$ cat src/rtl/seq_mult_unit.sv
// Iterative radix-2 shift-add multiplier with valid/ready operand and product handshakes.
// Signed operands are handled as magnitudes, and the sign is applied once in FIX.

module cla4badd (
    input  logic [3:0] a,
    input  logic [3:0] b,
    input  logic       cin,
    output logic [3:0] sum,
    output logic       cout
);
    logic [3:0] g;
    logic [3:0] p;
    logic [3:0] c;

    assign g = a & b;
    assign p = a ^ b;

    assign c[0] = cin;
    assign c[1] = g[0] | (p[0] & cin);
    assign c[2] = g[1] | (p[1] & g[0]) | (p[1] & p[0] & cin);
    assign c[3] = g[2] | (p[2] & g[1]) | (p[2] & p[1] & g[0])
                | (p[2] & p[1] & p[0] & cin);
    assign cout = g[3] | (p[3] & g[2]) | (p[3] & p[2] & g[1])
                | (p[3] & p[2] & p[1] & g[0]) | (p[3] & p[2] & p[1] & p[0] & cin);

    assign sum = p ^ c;
endmodule

// state | meaning
// IDLE  | in_ready high, waiting for an operand pair
// CALC  | WIDTH shift-add iterations through the cla4badd chain
// FIX   | negate the double-width register when the result is negative
// DONE  | load product, then hold out_valid until out_ready
module seq_mult_unit #(
    parameter int WIDTH = 16
) (
    input  logic                 clk,
    input  logic                 rst_n,
    input  logic                 in_valid,
    output logic                 in_ready,
    input  logic [WIDTH-1:0]     op_a,
    input  logic [WIDTH-1:0]     op_b,
    input  logic                 is_signed,
    output logic                 out_valid,
    input  logic                 out_ready,
    output logic [2*WIDTH-1:0]   product,
    output logic                 busy
);
    localparam int CW = $clog2(WIDTH);
    localparam int NB = WIDTH / 4;

    if (((WIDTH % 4) != 0) || (WIDTH < 8)) begin : g_bad_width
        $error("seq_mult_unit: WIDTH must be a multiple of 4 and at least 8");
    end

    typedef enum logic [1:0] {IDLE, CALC, FIX, DONE} state_t;

    state_t           state;
    logic [WIDTH-1:0] acc_hi;
    logic [WIDTH-1:0] acc_lo;
    logic [WIDTH-1:0] mcand;
    logic             neg;
    logic [CW-1:0]    cnt;

    logic [WIDTH-1:0]   addend;
    logic [WIDTH-1:0]   add_sum;
    logic [NB:0]        carry;
    logic [WIDTH-1:0]   abs_a;
    logic [WIDTH-1:0]   abs_b;
    logic [2*WIDTH-1:0] full;
    logic [2*WIDTH-1:0] full_neg;

    // Gating the addend to zero makes the chain a pass-through with carry 0.
    assign addend   = acc_lo[0] ? mcand : '0;
    assign carry[0] = 1'b0;

    for (genvar i = 0; i < NB; i++) begin : g_cla
        cla4badd u_cla (
            .a    (acc_hi[4*i +: 4]),
            .b    (addend[4*i +: 4]),
            .cin  (carry[i]),
            .sum  (add_sum[4*i +: 4]),
            .cout (carry[i+1])
        );
    end

    // The magnitude of the most negative value still fits as an unsigned WIDTH-bit value.
    assign abs_a = (is_signed && op_a[WIDTH-1]) ? (~op_a + WIDTH'(1)) : op_a;
    assign abs_b = (is_signed && op_b[WIDTH-1]) ? (~op_b + WIDTH'(1)) : op_b;

    assign full     = {acc_hi, acc_lo};
    assign full_neg = ~full + (2*WIDTH)'(1);

    always_ff @(posedge clk) begin
        if (!rst_n) begin
            state     <= IDLE;
            in_ready  <= 1'b1;
            out_valid <= 1'b0;
            busy      <= 1'b0;
            product   <= '0;
            acc_hi    <= '0;
            acc_lo    <= '0;
            mcand     <= '0;
            neg       <= 1'b0;
            cnt       <= '0;
        end else begin
            case (state)
                IDLE: begin
                    if (in_valid) begin
                        mcand    <= abs_a;
                        acc_lo   <= abs_b;
                        acc_hi   <= '0;
                        neg      <= is_signed & (op_a[WIDTH-1] ^ op_b[WIDTH-1]);
                        cnt      <= CW'(WIDTH - 1);
                        in_ready <= 1'b0;
                        busy     <= 1'b1;
                        state    <= CALC;
                    end
                end
                CALC: begin
                    {acc_hi, acc_lo} <= {carry[NB], add_sum, acc_lo[WIDTH-1:1]};
                    cnt <= cnt - CW'(1);
                    if (cnt == '0) begin
                        state <= FIX;
                    end
                end
                FIX: begin
                    if (neg) begin
                        {acc_hi, acc_lo} <= full_neg;
                    end
                    state <= DONE;
                end
                DONE: begin
                    // First DONE cycle copies the result out; after that it waits for the handshake.
                    if (!out_valid) begin
                        product   <= full;
                        out_valid <= 1'b1;
                    end else if (out_ready) begin
                        out_valid <= 1'b0;
                        in_ready  <= 1'b1;
                        busy      <= 1'b0;
                        state     <= IDLE;
                    end
                end
                default: begin
                    state <= IDLE;
                end
            endcase
        end
    end
endmodule

$ cat config.mk
export PLATFORM = sky130hd
export DESIGN_NAME = seq_mult_unit
export DESIGN_NICKNAME = d
export VERILOG_FILES = /design/src/rtl/seq_mult_unit.sv
export SDC_FILE = /design/constraint.sdc
export NUM_CORES = 1
export LEC_CHECK = 0
export CAP_MARGIN = 20
export CORE_ASPECT_RATIO = 1.25
export CORE_MARGIN = 3
export CORE_UTILIZATION = 40
export DETAILED_ROUTE_END_ITERATION = 10
export HOLD_SLACK_MARGIN = 0.05
export PLACE_DENSITY = 0.73
export SLEW_MARGIN = 40
export SYNTH_ARGS = -nofsm -noshare
export SYNTH_HDL_FRONTEND = slang
export SYNTH_HIERARCHICAL = 1
export SYNTH_SLANG_ARGS = --single-unit
$ cat constraint.sdc
create_clock -name clk -period 5.2 [get_ports clk]
set_input_delay 0.78 -clock clk [delete_from_list [all_inputs] [get_ports clk]]
set_output_delay 0.78 -clock clk [all_outputs]
set_load 0.02 [all_outputs]
==> metrics.csv <==
metric;value;unit
async_flop_share;0;
ys_seq_area_frac;0.3163;
start_kind;register;
antenna_found_initial;0;
dieHeight;139.4;um
firstDrtPassIters;5;
dp_slack;1.043;ns
hold_viol_final;0;
rsz0062_at_grt;false;
worstHoldEndpoint;mcand[0]$_SDFFE_PN0P_;
leakage;2.578;nW
critical-path-top-delay-family;compound AO/OA/AOI/OAI gates;
drt_iter0_drc;375;
yosys-top-cells-area;dfxtp_1, nand2_1, a21oi_1, ha_1, xnor2_1;
core;13870;um^2
syn2layout_area_growth;18.82;%
final_area;6769;um^2
synthFlopType;dfxtp_1;
critPathBufInv;0;
power_frac_seq;0.345;
r2r-start;acc_lo[0]$_SDFFE_PN0P_;
finalMaxSlewViolations;0;
worstSetupStartpoint;acc_lo[0]$_SDFFE_PN0P_;
root_buffer;clkbuf_16;
internal_power;1.618;mW
finalPower;2.841;mW
grt_max_degree;41;
overflow;0;
crit_chain;and2_1 -> ha_1 -> a21o_1 -> a31o_1 -> a21o_1 -> a21o_1 -> a31o_1 -> a21o_1 -> a21o_1 -> a31o_1 -> a21o_1 -> a21o_1 -> a31o_1 -> xor2_1 -> nand2_1 -> mux2_2 -> o221a_2 -> o21ai_0;
reg2reg_slack;1.03;ns
yosysWarningCount;6;
placed_cells;937;
holdWs;0.4500;ns
cp_common_cell;a21o_1;
drv_cap;0;
critical_path.endpoint_type;register;
postLayoutCoreUtil;0.4879;
num_io_pins;72;
final_cells;953;
cellPowerDensity;419.8;nW/um^2
clk_pin_slew;0.07;ns
cts_setup_buffers;0;
critPathRequiredTime;5.47;ns
die_x;112.7;um
wirelength;14640;um
hp-class;reg2reg;
final_antenna_net_count;0;
synth_top_area_share;0.3163;
drive_gt1_frac;0.05013;
synth-edff-count;0;
dp_hpwl;10620;um
start_util;0.4106;
worst-r2r-cell-count;18;
fin_setup_tns;0;ns
synth_top_area_cell;dfxtp_1;
hold_depth;2;
cpMaxStageDelayCell;dfxtp_1;
insertion_delay;0.35;ns
cts_hold_buffers;0;
gp_routability_congestion;0.8714;
syn_area;5697;um^2
period_needed;4.167;ns
p_comb_frac;0.431;
swShare;0.4305;
worst_slew_pin_slew;0.7801;ns
placed_area;6479;um^2
slew_headroom;0.4752;
cts_buffer_depth;2;
cp_max_fo;22;
synth_cell_types;69;
status;completed;
clkPwrFrac;0.224;
timing.fmax;240.0;MHz
min_period_over_period;0.8014;
p_sw;1.223;mW
synth_seq_cells;90;
worst_slack;1.033;ns
path_class;reg2reg;
finalSetupViolations;0;
grt_pass1_wl;24460;um
final_cell_mix;nand2_1, dfxtp_1, a21oi_1, clkdlybuf4s50_1, nor2_1;
design.die.area;15720;um^2
rows;48;
cts.sinks;90;
arrival;4.44;ns
hold_start;mcand[0]$_SDFFE_PN0P_;
max_stage_delay;0.72;ns
h-tree-depth;3;
drcViolationCount;0;
wl_per_cell;15.37;um
viasPerCell;5.608;
num_vias;5344;
n_antenna_cell;0;
cts.repair.resized;0;
grt_pass1_vias;4977;
finClkSkew;0.01265;ns
syn_avg_cell_area;7.751;um^2
track_usage;0.1869;
final_nets;838;
syn-instance-count;735;
cts_tree;built;
final_common_cell;nand2_1;
cts_buffers;9;
r2r-end;acc_hi[14]$_SDFFE_PN0P_;
port_buffers;71;
peakVddDrop;0.2422;mV
per-layer routing:
layer	GRT usage	up-vias	routed length (um)
li1	-	2698	-
met3	0.03045	37	771
met5	0	-	0
met1	0.2364	2453	6392
met2	0.3062	156	6847
met4	0.09430	0	633
worst min-delay path: stages, from the launching register on:
cell and delay (ns):
dfxtp_1 0.30, nand2_1 0.05, a21oi_1 0.05
sequential cells by signal (all words and copies together), names as in the netlist:
register	count
in_ready	1
acc_hi	16
state	2
out_valid	1
neg	1
acc_lo	16
product	32
mcand	16
busy	1
cnt	4
kinds of logic after synthesis:
group / Yosys count / share of synthesized area
buf+inv: 87 / 0.05952
other cells: 1 / 0.0006583
simple gates: 272 / 0.2425
xor+xnor: 52 / 0.07995
compound gates: 202 / 0.2289
flops: 90 / 0.3163
fa+ha+maj: 28 / 0.06677
mux: 3 / 0.005491
layout make-up:
cell class	instances	area, um^2
timing repair buffer	77	755.7
tap	175	219.0
inverter	36	135.1
clock buffer	11	252.7
fill	1353	7104
sequential	90	1802
multi-input combinational	559	3567
clock inverter	5	37.54
how the worst max path moves through the flow:
stage	to	slack [ns]	depth (start not counted)
floorplan	acc_hi[14]$_SDFFE_PN0P_	1.47	19
global placement	acc_hi[14]$_SDFFE_PN0P_	1.09	18
detailed placement	acc_hi[14]$_SDFFE_PN0P_	1.04	18
CTS	acc_hi[14]$_SDFFE_PN0P_	1.01	18
global route	acc_hi[14]$_SDFFE_PN0P_	0.74	18
finish	acc_hi[14]$_SDFFE_PN0P_	1.03	18
synthesized netlist by cell type, types with 2 or more instances:
library cell / count
a2111oi_0: 2
a211o_1: 2
a211oi_1: 16
a21o_1: 13
a21oi_1: 71
a221o_1: 2
a221oi_1: 11
a311oi_1: 7
a31o_1: 4
a31oi_1: 10
and2_0: 3
and2_1: 19
and3_1: 13
buf_2: 3
clkbuf_1: 45
dfxtp_1: 90
fa_1: 4
ha_1: 24
inv_1: 35
mux2i_1: 2
nand2_1: 96
nand2b_1: 3
nand3_1: 22
nand4_1: 12
nor2_1: 47
nor2b_1: 3
nor3_1: 17
nor3b_1: 2
nor4_1: 10
nor4_4: 2
o211ai_1: 3
o21ai_0: 28
o21bai_1: 3
o22ai_1: 9
o311ai_0: 2
o31ai_1: 6
or3_1: 7
or4_1: 6
xnor2_1: 26
xor2_1: 26
power groups by stage:
stage	clock [mW]	combinational, mW	sequential [mW]
final	0.636	1.22	0.981
after global routing	0.675	1.36	1.01
after CTS	0.644	1.22	0.979
after detailed placement	0	1.21	0.994
after global placement	0	1.20	0.991
after floorplan	0	0.975	0.911
Power figures use the tool's default switching activity.
